## src/rtl/host_mem_pkg.sv

```systemverilog
// host_mem_pkg
// Shared definitions for the host memory port.
//   state_e        : controller states (IDLE/EXEC/CAPTURE/RESP)
//   SIZE_B/H/W     : req_size encodings (log2 of access bytes)
//   size_to_mask   : low-lane byte-enable mask for an access size
//   is_misaligned  : true when addr is not a multiple of the access size
package host_mem_pkg;

  typedef enum logic [1:0] {
    IDLE    = 2'd0,
    EXEC    = 2'd1,
    CAPTURE = 2'd2,
    RESP    = 2'd3
  } state_e;

  localparam logic [1:0] SIZE_B = 2'd0;
  localparam logic [1:0] SIZE_H = 2'd1;
  localparam logic [1:0] SIZE_W = 2'd2;

  // Widest mask the helper can build; callers cast down to their lane count.
  localparam int MAX_MASK_WIDTH = 64;

  // Low (1 << size) lanes set. Returns all-zero for sizes wider than the port,
  // so an oversized request can never enable a lane.
  function automatic logic [MAX_MASK_WIDTH-1:0] size_to_mask(input logic [1:0] size,
                                                            input int mask_width);
    int nbytes;
    nbytes = 1 << size;
    if (nbytes > mask_width) begin
      return '0;
    end
    return (MAX_MASK_WIDTH'(1) << nbytes) - MAX_MASK_WIDTH'(1);
  endfunction

  function automatic logic is_misaligned(input logic [63:0] addr, input logic [1:0] size);
    logic [63:0] low_bits;
    low_bits = (64'd1 << size) - 64'd1;
    return |(addr & low_bits);
  endfunction

endpackage

```

## src/rtl/host_mem_port.sv

```systemverilog
// host_mem_port
// Host-side initiator for the scratchpad memory. Takes one read or write
// request at a time, checks natural alignment, drives the memory's
// byte-masked write port or registered-address read port, and returns one
// response per request.
// Ports:
//   clk, reset_n               clock, asynchronous active-low reset
//   req_valid/req_ready        request handshake
//   req_write/addr/size/data   request payload (size = log2 bytes)
//   resp_valid/resp_ready      response handshake
//   resp_data/resp_error       read data (zero-extended) / reject flag
//   hw_addr/data/mask/en       memory write port
//   hr_addr/hr_data            memory read port (data one cycle after addr)
module host_mem_port
  import host_mem_pkg::*;
#(
  parameter  int NUM_BYTES  = 1 << 21,
  parameter  int DATA_WIDTH = 32,
  localparam int ADDR_WIDTH = $clog2(NUM_BYTES),
  localparam int MASK_WIDTH = DATA_WIDTH >> 3
) (
  input  logic                  clk,
  input  logic                  reset_n,
  input  logic                  req_valid,
  output logic                  req_ready,
  input  logic                  req_write,
  input  logic [ADDR_WIDTH-1:0] req_addr,
  input  logic [1:0]            req_size,
  input  logic [DATA_WIDTH-1:0] req_data,
  output logic                  resp_valid,
  input  logic                  resp_ready,
  output logic [DATA_WIDTH-1:0] resp_data,
  output logic                  resp_error,
  output logic [ADDR_WIDTH-1:0] hw_addr,
  output logic [DATA_WIDTH-1:0] hw_data,
  output logic [MASK_WIDTH-1:0] hw_mask,
  output logic                  hw_en,
  output logic [ADDR_WIDTH-1:0] hr_addr,
  input  logic [DATA_WIDTH-1:0] hr_data
);

  localparam logic [1:0] ST_IDLE    = IDLE;
  localparam logic [1:0] ST_EXEC    = EXEC;
  localparam logic [1:0] ST_CAPTURE = CAPTURE;
  localparam logic [1:0] ST_RESP    = RESP;

  logic [1:0]            state_reg, state_next;
  logic                  write_reg;
  logic [ADDR_WIDTH-1:0] addr_reg;
  logic [DATA_WIDTH-1:0] data_reg;
  logic [MASK_WIDTH-1:0] mask_reg;
  logic                  err_reg;
  logic [DATA_WIDTH-1:0] resp_data_reg;

  logic                  accept;
  logic                  req_oversize;
  logic                  req_err;
  logic [MASK_WIDTH-1:0] req_mask;
  logic [DATA_WIDTH-1:0] capture_data;

  assign accept       = req_valid && (state_reg == ST_IDLE);
  assign req_oversize = (32'd1 << req_size) > 32'(MASK_WIDTH);
  assign req_err      = req_oversize || is_misaligned(64'(req_addr), req_size);
  assign req_mask     = MASK_WIDTH'(size_to_mask(req_size, MASK_WIDTH));

  // Memory returns lanes starting at the requested address; lanes beyond the
  // access size belong to neighbouring locations and are zeroed.
  genvar gi;
  generate
    for (gi = 0; gi < MASK_WIDTH; gi++) begin : g_lane
      assign capture_data[gi*8 +: 8] = mask_reg[gi] ? hr_data[gi*8 +: 8] : 8'h00;
    end
  endgenerate

  always_comb begin
    state_next = state_reg;
    case (state_reg)
      ST_IDLE:    if (accept) state_next = req_err ? ST_RESP : ST_EXEC;
      ST_EXEC:    state_next = write_reg ? ST_RESP : ST_CAPTURE;
      ST_CAPTURE: state_next = ST_RESP;
      ST_RESP:    if (resp_ready) state_next = ST_IDLE;
      default:    state_next = ST_IDLE;
    endcase
  end

  always_ff @(posedge clk or negedge reset_n) begin
    if (!reset_n) begin
      state_reg     <= ST_IDLE;
      write_reg     <= 1'b0;
      addr_reg      <= '0;
      data_reg      <= '0;
      mask_reg      <= '0;
      err_reg       <= 1'b0;
      resp_data_reg <= '0;
    end else begin
      state_reg <= state_next;
      if (accept) begin
        write_reg     <= req_write;
        addr_reg      <= req_addr;
        data_reg      <= req_data;
        mask_reg      <= req_mask;
        err_reg       <= req_err;
        // Writes and rejected requests answer with zero data.
        resp_data_reg <= '0;
      end else if (state_reg == ST_CAPTURE) begin
        resp_data_reg <= capture_data;
      end
    end
  end

  // hw_en is decoded from state so an asynchronous reset kills it at once.
  assign req_ready  = (state_reg == ST_IDLE);
  assign resp_valid = (state_reg == ST_RESP);
  assign resp_error = resp_valid && err_reg;
  assign resp_data  = resp_data_reg;
  assign hw_en      = (state_reg == ST_EXEC) && write_reg;
  assign hw_addr    = addr_reg;
  assign hw_data    = data_reg;
  assign hw_mask    = mask_reg;
  assign hr_addr    = addr_reg;

endmodule

```

## config.mk

```make
export PLATFORM = sky130hd
export DESIGN_NAME = host_mem_port
export DESIGN_NICKNAME = d
export VERILOG_FILES = /design/src/rtl/host_mem_pkg.sv /design/src/rtl/host_mem_port.sv
export SDC_FILE = /design/constraint.sdc
export NUM_CORES = 1
export LEC_CHECK = 0
export ABC_CLOCK_PERIOD_IN_PS = 2700
export BUFFER_PORTS_ARGS = -buffer_cell sky130_fd_sc_hd__buf_2
export CAP_MARGIN = 10
export CORE_MARGIN = 10
export CORE_UTILIZATION = 50
export CTS_BUF_LIST = sky130_fd_sc_hd__clkbuf_2
export DETAILED_ROUTE_END_ITERATION = 8
export PLACE_DENSITY_LB_ADDON = 0.12
export SLEW_MARGIN = 25
export SYNTH_ARGS = -nofsm -noshare
export SYNTH_HDL_FRONTEND = slang
export SYNTH_SLANG_ARGS = --single-unit
```

## constraint.sdc

```tcl
create_clock -name clk -period 2.7 [get_ports clk]
set_clock_uncertainty 0.05 [all_clocks]
set_input_delay 0.54 -clock clk [delete_from_list [all_inputs] [get_ports clk]]
set_output_delay 0.54 -clock clk [all_outputs]
set_load 0.02 [all_outputs]
```

Yosys cells after proc, flatten, opt, wreduce, memory -nomap -nowiden

Index checks and enable logic that the tools add are counted.

Register bits after elaboration: 93
Output and inout bits: 114

$add $sub $neg: 2
Magnitude comparators: 2
Equal/unequal tests: 5
Shift-type cells: 3
Mux-type cells: 14
Bitwise operators: 1
Reduce and logical (&&, ||, !) cells: 8

Operators by type and width:

| cell                                                   | count |
|---|---|
| bitwise AND 21 x 64 -> 64 bit                          | 1 |
| 2-to-1 mux 32 bit                                      | 2 |
| OR reduction 64 bit                                    | 1 |
| left shift 1 x 2 -> 64 bit (first input constant)      | 1 |
| subtractor 64 x 1 -> 64 bit (second input constant)    | 1 |
| > comparator 32 x 3 -> 1 bit (second input constant)   | 1 |
| > comparator 32 x 4 -> 1 bit (second input constant)   | 1 |
| 2-to-1 mux 8 bit                                       | 4 |
| left shift 1 x 2 -> 32 bit (first input constant)      | 1 |
| left shift 1 x 32 -> 4 bit (first input constant)      | 1 |
| 2-to-1 mux 4 bit                                       | 2 |
| one-hot mux 2 bit (4 select lines)                     | 1 |
| 2-to-1 mux 2 bit                                       | 3 |
| == test 2 bit (second input constant)                  | 2 |
| inequality test 2 x 1 -> 1 bit (second input constant) | 2 |
| subtractor 4 x 2 -> 4 bit (second input constant)      | 1 |
| logical AND 1 bit                                      | 3 |
| == test 2 x 1 -> 1 bit (second input constant)         | 1 |
| logical NOT 2 bit                                      | 1 |
| 2-to-1 mux 1 bit                                       | 2 |
| AND reduction 2 bit                                    | 1 |
| nonzero test 2 bit                                     | 1 |
| logical OR 1 bit                                       | 1 |

Logic depth before layout (Yosys ltp)

Gate-level depths: netlist of the first run.

Depth after elaboration: 8
Gate-level depth with buffers: 8
Mapped depth without buffers: 8

Worst setup path before layout of the first run

OpenSTA, ideal clock, no wires.

Path type: reg-to-reg
Start point: register state_reg[0]
End point: register resp_data_reg[21] (netlist: resp_data[21])
Setup time: 0.121 ns
Arrival: 1.767 ns
Path slack: 0.762 ns
Stages on the path, launching flop included: 8
Cell sequence: dfrtp_1 -> inv_1 -> ha_1 -> nand2_1 -> and3_1 -> clkbuf_1 -> clkbuf_1 -> a22o_1

Longest elaborated chain between the ends: 3
Elaborated cells between the ends (all ways): 5
Classes of those cells: eq/ne: 1; mux: 1; reduce/logical: 3

Ends and longest elaborated chain:

| item                                                    | RTL line             | text |
|---|---|---|
| from (decl)                                             | host_mem_port.sv:47  | `logic [1:0] state_reg, state_next;` |
| from (signal assigned)                                  | host_mem_port.sv:96  | `state_reg <= state_next;` |
| logical NOT 2 bit (*)                                   | -                    |  |
| via req_ready                                           | host_mem_port.sv:25  | `output logic req_ready,` |
| logical AND 1 bit (*)                                   | host_mem_port.sv:61  | `assign accept = req_valid && (state_reg == ST_IDLE);` |
| 2-to-1 mux 32 bit or nonzero test 2 bit (tied branches) | -                    |  |
| to (signal assigned)                                    | host_mem_port.sv:106 | `resp_data_reg <= capture_data;` |
| to (decl)                                               | host_mem_port.sv:53  | `logic [DATA_WIDTH-1:0] resp_data_reg;` |

The timed path passes the listed nets; every way through them passes the cells marked *.
A chain may end at the register's enable or synchronous reset.

Final worst setup path of the first run

Start point: register state_reg[0]
End point: register resp_data_reg[21] (netlist: resp_data[21])

Longest elaborated chain between the ends: 3
Elaborated cells between the ends (all ways): 5
Classes of those cells: eq/ne: 1; mux: 1; reduce/logical: 3

Ends and longest elaborated chain:

| item                                                    | RTL line |
|---|---|
| logical NOT 2 bit                                       | host_mem_port.sv:61 |
| logical AND 1 bit                                       | host_mem_port.sv:61 |
| 2-to-1 mux 32 bit or nonzero test 2 bit (tied branches) | - |

Parallel ways exist; a longest one is shown, timed or not.

==> summary.md, run 1 <==
| Metric | Value |
|---|---|
| Run status | complete, no violations |
| CP top delay family | simple AND/OR/NAND/NOR gates |
| Most instantiated flip-flop cell in the synthesis netlist | sky130_fd_sc_hd__dfrtp_1 |
| Portion of the post-synthesis area used by sequential elements | 58.3% |
| Die Y-Extent | between 100 and 150 um |
| Total power | ~6.2 mW |
| Via count of the routed design | approximately 3.4k |
| Mean number of vias per cell | 4.82 |
| Accumulated negative setup slack | 0 ns |
| Maximum vdd ir drop | roughly 0.58 mV |
| Number of antenna violations at the first check in global routing | 1 |
| Combined area of all synthesized cells | between 3000 and 4000 um2 |
| Leading cell types in the layout, fill and taps excluded | sky130_fd_sc_hd__buf_2 (204), sky130_fd_sc_hd__nand2_1 (167), sky130_fd_sc_hd__dfrtp_1 (92) |
| Count of buffers from port buffering | 205 |
| CTS Root Buffer Type | sky130_fd_sc_hd__clkbuf_2 |
| Final critical path time including I/O delays and setup | 2.21 ns |
| Nature of the critical path startpoint | flip-flop |
| Total buffers and inverters traversed by the critical path | 1 |
| IO Count | slightly above 200 |
| Final antenna-violating net count | 0 |
| Fraction of final layout cells with drive strength greater than 1 | between 30 and 40% |
| Total of warnings raised by yosys | 0 |
| Clock sink count | between 90 and 100 |
| Power per Cell Area | about 1200 nW/um2 |
| Arrival time at the worst endpoint | between 2 and 3 ns |
| Die width | between 100 and 150 um |
| Period utilization | 81.8% |
| Number of post-CTS setup repair buffers | 0 |
| Largest net degree at the start of global routing | 71 |
| Placer Congestion | around 0.78 |
| Post-synth EDFFs | 0 |
| Slowest cell on the critical path | sky130_fd_sc_hd__nor2_1 |
| Required time of the critical path | about 3.1 ns |
| Chain of cells forming the critical path | inv_1 -> ha_1 -> and2_2 -> nor2_1 -> a22o_1 |
| Floorplan core area | 7690 um2 |
| Net count reported at finish | approximately 700 |
| Final routed wirelength across all metal layers | ~11 mm |
| Peak fanout along the critical path | 16 |
| Synth unique cells | 28 |
| Inserted Clock Buffers | 9 |
| Maximum clock rate | approximately 450 MHz |
| Total global-route track usage | between 10% and 20% |
| Ant. Diodes | 0 |
| Number of global-route vias before repair | around 3.5k |
| Clock Pin Slew Worst Setup and Hold Paths | around 0.25 ns |
| Type of the setup path with the least slack | flip-flop to flip-flop |
| Transition time at the pin with the least slew margin | 1.05 ns |
| Leading cell type in the layout, fill and taps excluded | sky130_fd_sc_hd__buf_2 |
| Global route total overflow | 0 |
| Sum of net half-perimeters after detailed placement | between 8 and 9 mm |
| Synthesized Nets | about 520 |
| Slew headroom | slightly below 30% |
| Area added between synthesis and finish | 27.6% |
| CTS Hold Buffers Added | 1 |
| Unrepaired setup endpoints after global routing | false |
| Resized Gates After CTS | 0 |
| Number of flip-flops and latches in the synthesized netlist | slightly above 90 |
| Cells after synthesis | 418 |
| Type of destination of the critical path | flip-flop |
| Worst hold path class | primary input to flip-flop |
| Starting density of the core | 51.4% |
| Total count of max-transition violations in the final report | 0 |
| Max-cap check violation count | 0 |
| Full die area | 11900 um2 |
| Share of flip-flops with an asynchronous set or reset | between 90% and 100% |
| TritonCTS clock tree | yes |
| Pre-Repair DR Iteration Count | 4 |
| Site row count | 32 |
| Mean post-synth cell area | between 9 and 10 um2 |
| Static leakage power | just under 3 nW |
| Final-report setup violation count | 0 |
| Worst-Skew Late Latency | about 0.53 ns |
| Average routed wire per standard cell | 16.0 um |
| Final hold violation count | 0 |
| Remaining design rule violation count | 0 |
| Number of H-tree branching levels | 3 |
| Drt first-iter violations | about 130 |
| Global-route wire length before repair | between 15 and 20 mm |
| Maximum buffer depth of the clock tree | 2 |
| Stage delay of the slowest cell on the critical path | between 0.7 and 0.8 ns |
==> final timing paths <==
kind | start | to | slack, ns | cells after the start
min in group asynchronous | reset_n | hw_data[5] | 0.43 | 2
max in group asynchronous | reset_n | hw_data[24] | 1.48 | 3
min | req_data[2] | hw_data[2] | 0.1 | 3
min reg2reg | hw_data[26] | hw_data[26] | 0.45 | 2
max | state_reg[0] | resp_data[21] | 0.49 | 5
max reg2reg | state_reg[0] | resp_data[21] | 0.49 | 5
==> routing by layer <==
layer | track usage [%] | routed length (um)
met3 | 9.97 | 1330
met1 | 20.7 | 4300
met5 | 0 | 0
met4 | 5.08 | 108
met2 | 31.0 | 5470
==> synth_stat cells, drive strengths merged (2+ instances only) <==
master | instances | area (um2)
a22o | 16 | 140
ha | 12 | 150
nand3 | 16 | 80.1
nand2 | 168 | 631
or4 | 2 | 15.0
o31ai | 3 | 22.5
nand2b | 16 | 100
dfrtp | 92 | 2300
and2 | 3 | 18.8
inv | 12 | 45.0
clkbuf | 20 | 75.1
nor2 | 3 | 11.3
o21ai | 4 | 20.0
a21oi | 17 | 85.1
buf | 24 | 174
==> worst reg2reg max path, cell delays in order (launching register included) <==
cell and delay [ns]:
sky130_fd_sc_hd__dfrtp_1 0.47, sky130_fd_sc_hd__inv_1 0.09, sky130_fd_sc_hd__ha_1 0.27, sky130_fd_sc_hd__and2_2 0.20
sky130_fd_sc_hd__nor2_1 0.79, sky130_fd_sc_hd__a22o_1 0.29
==> cells by family after synthesis <==
logic type	after synthesis	synth area share (%)
buf+inv	56	7.44
flops	92	58.3
compound gates	46	8.01
simple gates	212	22.5
fa+ha+maj	12	3.80
==> where the power goes <==
part	switching, mW	internal [mW]
logic	2.07	1.02
clock network	0.453	0.303
registers	0.385	1.99
==> through the flow <==
step | hold WS [ns] | instance area (um2) | setup slack, ns | instances | util [%]
global route | 0.0175 | 5040 | 0.337 | 702 | 65.6
finish | 0.0959 | 5040 | 0.491 | 702 | 65.6
CTS | 0.0743 | 5040 | 0.477 | 702 | 65.6
global placement | 0.402 | 4900 | 0.610 | 685 | 63.8
floorplan | 0.194 | 3950 | 0.762 | 418 | -
detailed placement | 0.407 | 4900 | 0.524 | 685 | 63.8
==> area by class of cell <==
| cell class | instances | area (um2) |
|---|---|---|
| Clock buffer | 10 | 50.0 |
| Clock inverter | 6 | 78.8 |
| Fill cell | 710 | 2640 |
| Inverter | 12 | 45.0 |
| Multi-Input combinational cell | 270 | 1360 |
| Sequential cell | 92 | 2300 |
| Tap cell | 102 | 128 |
| Timing Repair Buffer | 210 | 1080 |
(Power assumes the default switching activity.)
==> run 2: changes to the inputs <==
Settings changed: ABC_CLOCK_PERIOD_IN_PS 2700 to 2100, CORE_UTILIZATION 50 to 47.
Clock period 2.7 ns to 2.1 ns, I/O delays scaled along.
==> run 2 against run 1 <==
  * Cell area rose by 15%
  * Power up 31%
  * Wire length is 12% higher
  * Critical path type is now primary input to flip-flop
  * Largest cell class unchanged
  * First-iteration DRC count increased by 82%
==> summary.md, run 2 (same netlist as run 1, synthesis figures left out) <==
| Metric | Value |
|---|---|
| Clock sink count | 92 (unchanged) |
| Slew headroom | 51.8% (+22 points) |
| Starting density of the core | 48.1% (-3.3 points) |
| Total global-route track usage | 19.1% (+0.33 points) |
| GRT met1 Usage | 21.7% (+1.0 points) |
| TritonCTS clock tree | yes |
| Chain of cells forming the critical path | dlygate4sd3_1 -> buf_2 -> or4_1 -> a32o_1 -> nor4b_2 -> o21ai_1 |
| # fillers | 683 (-3.8%) |
| Final routed wirelength across all metal layers | 12.5 mm (+12%) |
| Final critical path time including I/O delays and setup | just over 2 ns |
| Clock Pin Slew Worst Setup and Hold Paths | 0.21 ns (-0.04 ns) |
| Die Y-Extent | 112 um (+2.6%) |
| Run status | complete, no violations |
| Type of destination of the critical path | flip-flop |
| IO Count | 206 (unchanged) |
| Total power | 8.14 mW (+31%) |
| Arrival time at the worst endpoint | 2.38 ns (-0.26 ns) |
| Fraction of final layout cells with drive strength greater than 1 | 35.2% (-2.6 points) |
| Final-report setup violation count | 0 (unchanged) |
| Maximum vdd ir drop | 0.718 mV (+25%) |
| Via count of the routed design | 3714 (+9.8%) |
| Number of antenna violations at the first check in global routing | 1 (unchanged) |
| Critical R2R Launch | state_reg[1] |
| Max-cap check violation count | 0 (unchanged) |
| Peak fanout along the critical path | 2 (-14) |
| Hold Path Stages | 3 (unchanged) |
| WHS Endpoint | hr_addr[6] |
| Area added between synthesis and finish | 46.3% |
| Total count of max-transition violations in the final report | 0 (unchanged) |
| Pre-Repair DR Iteration Count | 4 (unchanged) |
| Slowest cell on the critical path | sky130_fd_sc_hd__or4_1 |
| Site row count | 33 (+3.1%) |
| Worst setup margin | 0.0785 ns (-0.412 ns) |
| Final cell area excluding filler cells | 5780 um2 (+15%) |
| Drt first-iter violations | 239 (+82%) |
| Sum of net half-perimeters after detailed placement | 8.60 mm (+1.6%) |
| Die width | 112 um (+2.6%) |
| Accumulated negative setup slack | 0 ns (unchanged) |
| Worst reg2reg setup slack | 0.16 ns (-0.33 ns) |
| Type of the setup path with the least slack | primary input to flip-flop |
| Remaining design rule violation count | 0 (unchanged) |
| Transition time at the pin with the least slew margin | 0.723 ns (-0.328 ns) |
| Nature of the critical path startpoint | primary input |
| Largest net degree at the start of global routing | 71 (unchanged) |
| Setup WS pre-CTS | 0.0752 ns (-0.449 ns) |
| Worst hold path class | primary input to flip-flop |
| Number of H-tree branching levels | 3 (unchanged) |
| Period utilization | a little over nine tenths |
| Required time of the critical path | 2.46 ns (-0.67 ns) |
| Worst R2R End | resp_data[29] |
| Final antenna-violating net count | 0 (unchanged) |
| Placer Congestion | 0.787 (+0.29%) |
| Met2 routing resource usage after global routing | 31.2% (+0.22 points) |
| Area of placed instances | 4930 um2 (+0.54%) |
| Mean number of vias per cell | 4.77 (-0.94%) |
| Floorplan core area | 8220 um2 (+6.9%) |
| Final hold violation count | 0 (unchanged) |
| Area occupied by registers | 2300 um2 (about the same) |
| Area used by multi-input combinational logic | 1370 um2 (+0.74%) |
| Maximum buffer depth of the clock tree | 2 (unchanged) |
| Global route total overflow | 0 (unchanged) |
| CTS Root Buffer Type | sky130_fd_sc_hd__clkbuf_2 |
| Worst-Skew Late Latency | 0.53 ns (about the same) |
| Average routed wire per standard cell | 16.1 um (+0.96%) |
| Ant. Diodes | 0 (unchanged) |
| Cell count of the worst reg-to-reg path | 5 (unchanged) |
| Static leakage power | 3.27 nW (+9.6%) |
| Leading cell types in the layout, fill and taps excluded | sky130_fd_sc_hd__buf_2 (202), sky130_fd_sc_hd__nand2_1 (167), sky130_fd_sc_hd__dfrtp_1 (91) |
| Net count reported at finish | 772 (+10%) |
| Count of buffers from port buffering | 205 (unchanged) |
| Leading cell type in the layout, fill and taps excluded | sky130_fd_sc_hd__buf_2 |
| Maximum clock rate | 495 MHz |
| Inserted Clock Buffers | 9 (unchanged) |
| Global routing met3 resource utilization | 8.64% (-1.3 points) |
| Global-route wire length before repair | 19.8 mm (+13%) |
| Most heavily used metal layer in global routing | met2 |
| Full die area | 12500 um2 (+5.2%) |
| Number of global-route vias before repair | 3872 (+11%) |
| Power per Cell Area | 1410 nW/um2 (+14%) |
| Stage delay of the slowest cell on the critical path | 0.55 ns (-0.24 ns) |
| Min-delay src | req_addr[6] |
==> run 2: cell count changes in the layout (fill, tap and decap cells not counted), moves of 2 or more <==
| cell | previous run | this run |
|---|---|---|
| sky130_fd_sc_hd__clkinv_2 | 3 | 1 |
| sky130_fd_sc_hd__buf_6 | 0 | 3 |
| sky130_fd_sc_hd__buf_2 | 204 | 202 |
| sky130_fd_sc_hd__inv_2 | 0 | 2 |
| sky130_fd_sc_hd__inv_1 | 12 | 10 |
| sky130_fd_sc_hd__ha_2 | 0 | 3 |
| sky130_fd_sc_hd__dlygate4sd3_1 | 1 | 70 |
| sky130_fd_sc_hd__clkinv_4 | 0 | 2 |
| sky130_fd_sc_hd__buf_4 | 4 | 7 |
| sky130_fd_sc_hd__ha_1 | 12 | 9 |
==> run 2: power breakdown <==
part / switching [mW] / total, mW / internal, mW
logic: 2.73 / 4.20 / 1.46
registers: 0.518 / 3.08 / 2.56
clock network: 0.590 / 0.859 / 0.269
total: 3.84 / 8.14 / 4.29
==> run 2: area by class of cell <==
type | count | share of cell area [%]
flip-flops and latches | 92 | 39.9
repair buffers | 283 | 31.5
multi-input cells | 270 | 23.7
well taps | 105 | 2.27
clock inverters | 7 | 1.17
clock buffers | 9 | 0.779
inverters | 12 | 0.779
==> run 2: worst max-delay path: cells and delay by family <==
kind,cells,cell delay (ns)
buffers and inverters,2,0.67
and+or+nand+nor,2,0.91
AOI/OAI and AO/OA,2,0.39
==> run 2: how the worst max path moves through the flow <==
stage	endpoint	start	slack, ns	depth (start not counted)
after global routing	req_ready	state_reg[0]	-0.004	4
after global placement	state_reg[1]	req_addr[5]	0.09	5
after CTS	req_ready	state_reg[0]	0.01	4
after detailed placement	resp_data[16]	state_reg[0]	0.08	5
after floorplan	resp_data[21]	state_reg[0]	0.16	7
final	err_reg	req_addr[5]	0.08	6
==> run 2: metal layers <==
metal	vias up	wire, um
li1	1816	-
met1	1729	4910
met2	147	6170
met3	22	1150
met4	0	299
met5	-	0
==> run 2: metrics by stage <==
step	util, %	hold slack [ns]	cells
floorplan	-	0.0744	418
global placement	60.0	0.266	691
detailed placement	60.0	0.274	691
CTS	67.7	0.000104	759
global route	70.3	0.00156	778
finish	70.3	0.0558	778
==> run 2: what timing repair did <==
item | 4_1_cts | 5_1_grt
setup buffers | 1 | 0
endpoints found under the hold margin | 105 | 19
endpoints found under the setup margin | 2 | 3
gates cloned | 0 | 0
resized for setup | 2 | 9
hold buffers | 51 | 19
==> run 3: changes to the inputs <==
Settings changed: CORE_UTILIZATION 47 to 29.
==> run 3 against run 2 <==
  * First-iteration DRC count is 44% lower
  * Hold slack better by 0.093 ns
  * Highest routed layer unchanged
  * Largest power group unchanged
  * Critical path depth is 2 lower
  * Combinational power is 3% higher
  * Non-clock buffer count is 20 higher
  * Die area is 50% higher
  * Global-route usage is 5.0 points lower
  * Register-to-register slack better by 0.07 ns
  * Core utilization is 25 points lower
==> summary.md, run 3 (same netlist as run 1, synthesis figures left out) <==
| Metric | Value |
|---|---|
| Number of H-tree branching levels | 3 (unchanged) |
| Type of the setup path with the least slack | flip-flop to primary output |
| Worst setup margin | 0.0458 ns (-0.0327 ns) |
| Placer Congestion | 0.754 (-4.2%) |
| Sum of net half-perimeters after detailed placement | 9.30 mm (+8.2%) |
| Global route total overflow | 0 (unchanged) |
| Sw Ratio | 47.0% (-0.23 points) |
| Clock sink count | 92 (unchanged) |
| Cell mode on critical path | sky130_fd_sc_hd__buf_6 |
| Final routed wirelength across all metal layers | 13.2 mm (+5.3%) |
| Worst-Skew Late Latency | 0.57 ns (+0.04 ns) |
| Leading cell types in the layout, fill and taps excluded | sky130_fd_sc_hd__buf_2 (201), sky130_fd_sc_hd__nand2_1 (167), sky130_fd_sc_hd__dfrtp_1 (91) |
| Inserted Clock Buffers | 9 (unchanged) |
| Max-cap check violation count | 0 (unchanged) |
| Die width | 137 um (+22%) |
| Worst Hold Slack | 0.148 ns (+0.0925 ns) |
| Mean number of vias per cell | 4.29 (-10%) |
| Full die area | 18700 um2 (+50%) |
| Floorplan core area | 13300 um2 (+62%) |
| Accumulated negative setup slack | 0 ns (unchanged) |
| Pre-Repair DR Iteration Count | 4 (unchanged) |
| Maximum vdd ir drop | 0.633 mV (-12%) |
| NetSw | 3.88 mW (+0.97%) |
| Final core utilization | 45.8% (-25 points) |
| Chain of cells forming the critical path | buf_6 -> ha_4 -> and2_4 -> buf_6 |
| Peak fanout along the critical path | 4 (+2) |
| Fraction of final layout cells with drive strength greater than 1 | 34.9% (-0.29 points) |
| Power per Cell Area | 1360 nW/um2 (-3.7%) |
| Stage delay of the slowest cell on the critical path | 0.46 ns (-0.09 ns) |
| Run status | complete, no violations |
| Final-report setup violation count | 0 (unchanged) |
| Final critical path time including I/O delays and setup | 2.05 ns (+0.0327 ns) |
| Maximum clock rate | 487 MHz (-1.6%) |
| Unrepaired setup endpoints after global routing | true |
| Global-route wire length before repair | 20.9 mm (+5.6%) |
| Starting density of the core | 29.7% (-18 points) |
| Total global-route track usage | 14.0% (-5.0 points) |
| Required time of the critical path | 1.63 ns (-0.83 ns) |
| Average routed wire per standard cell | 15.1 um (-6.1%) |
| Period utilization | 97.8% (+1.6 points) |
| Portion of total power attributed to the clock network | 10.4% (-0.2 points) |
| Count of buffers from port buffering | 205 (unchanged) |
| Number of global-route vias before repair | 3955 (+2.1%) |
| Final antenna-violating net count | 0 (unchanged) |
| Largest net degree at the start of global routing | 71 (unchanged) |
| Slew headroom | 49.1% (-2.7 points) |
| CTS Root Buffer Type | sky130_fd_sc_hd__clkbuf_2 |
| Clock Pin Slew Worst Setup and Hold Paths | 0.24 ns (+0.03 ns) |
| Via count of the routed design | 3743 (+0.78%) |
| Combinational cell fraction of total power | 52.2% (+0.6 points) |
| Setup WS pre-CTS | 0.00432 ns (-0.0709 ns) |
| Total power | 8.26 mW (+1.5%) |
| IO Count | 206 (unchanged) |
| Arrival time at the worst endpoint | 1.58 ns (-0.80 ns) |
| Total buffers and inverters traversed by the critical path | 2 (unchanged) |
| Leading cell type in the layout, fill and taps excluded | sky130_fd_sc_hd__buf_2 |
| Proportion of power drawn by flip-flops and latches | 37.4% (-0.4 points) |
| Static leakage power | 3.36 nW (+2.9%) |
| TritonCTS clock tree | yes |
| Total count of max-transition violations in the final report | 0 (unchanged) |
| Maximum buffer depth of the clock tree | 2 (unchanged) |
| Worst hold path class | primary input to flip-flop |
| Die Y-Extent | 137 um (+22%) |
| Number of antenna violations at the first check in global routing | 3 (+2) |
| Remaining design rule violation count | 0 (unchanged) |
| Slowest cell on the critical path | sky130_fd_sc_hd__dfrtp_1 |
| Final hold violation count | 0 (unchanged) |
| Drt first-iter violations | 134 (-44%) |
| Transition time at the pin with the least slew margin | 0.764 ns (+0.0403 ns) |
| CP top delay family | flip-flops |
| Area added between synthesis and finish | 54.1% |
| Net count reported at finish | 792 (+2.6%) |
| Internal power | 4.38 mW (+1.9%) |
| Nature of the critical path startpoint | flip-flop |
| Type of destination of the critical path | primary output |
| Site row count | 42 (+27%) |
-- run 3: cell type report --
cell class	instances	area, um2
antenna	3	7.51
clock buffer	10	50.0
clock inverter	6	55.1
fill	1275	7200
inverter	12	45.0
multi-input combinational	270	1390
sequential	92	2300
tap	176	220
timing repair buffer	303	2020
-- run 3: per-stage QoR --
step	instance area (um2)	instances
detailed placement	5030	764
finish	6090	872
floorplan	3950	418
global route	6090	871
global placement	5030	764
CTS	6090	869
-- run 3: timing repair --
| action | CTS | global route |
|---|---|---|
| gates resized for setup | 17 | 2 |
| hold buffers | 87 | 0 |
| setup endpoints to repair | 20 | 19 |
| buffers inserted | 2 | 1 |
| endpoints found under the hold margin | 122 | 0 |
| pin swaps | 0 | 1 |
-- run 3: routing by layer --
layer	share of wire (%)	vias up	global-route usage, %	wire length [um]
met1	40	1751	15.7	5280
met5	0	-	0	0
met2	49	127	23.3	6470
met3	10	6	7.18	1350
met4	0.83	0	3.02	110
li1	-	1859	-	-
-- run 3: power groups by stage --
| stage | clock, mW | combinational, mW | sequential, mW |
|---|---|---|---|
| 2_1_floorplan | 0 | 1.87 | 3.99 |
| 3_3_place_gp | 0 | 4.11 | 3.10 |
| 3_5_place_dp | 0 | 4.13 | 3.12 |
| 4_1_cts | 0.932 | 4.38 | 3.10 |
| 5_1_grt | 1.01 | 4.72 | 3.21 |
| 6_report | 0.860 | 4.31 | 3.09 |
-- run 3: path summary, 6_finish.rpt --
check                              from      endpoint  slack [ns]  cells past startpoint
setup / recovery           state_reg[1]    resp_error        0.05                      4
hold reg to reg              hw_data[3]    hw_data[3]        0.45                      2
min in group asynchronous       reset_n   hw_data[29]        0.25                      2
setup reg to reg           state_reg[0]   hw_data[12]        0.23                      6
hold / removal               resp_ready  state_reg[1]        0.15                      4
max in group asynchronous       reset_n  state_reg[0]        1.16                      3
-- run 3: worst min-delay path: cells and delay by family --
kind,cells,cell delay (ns)
AO/OA/AOI/OAI,3,0.25
buffers and inverters,1,0.09
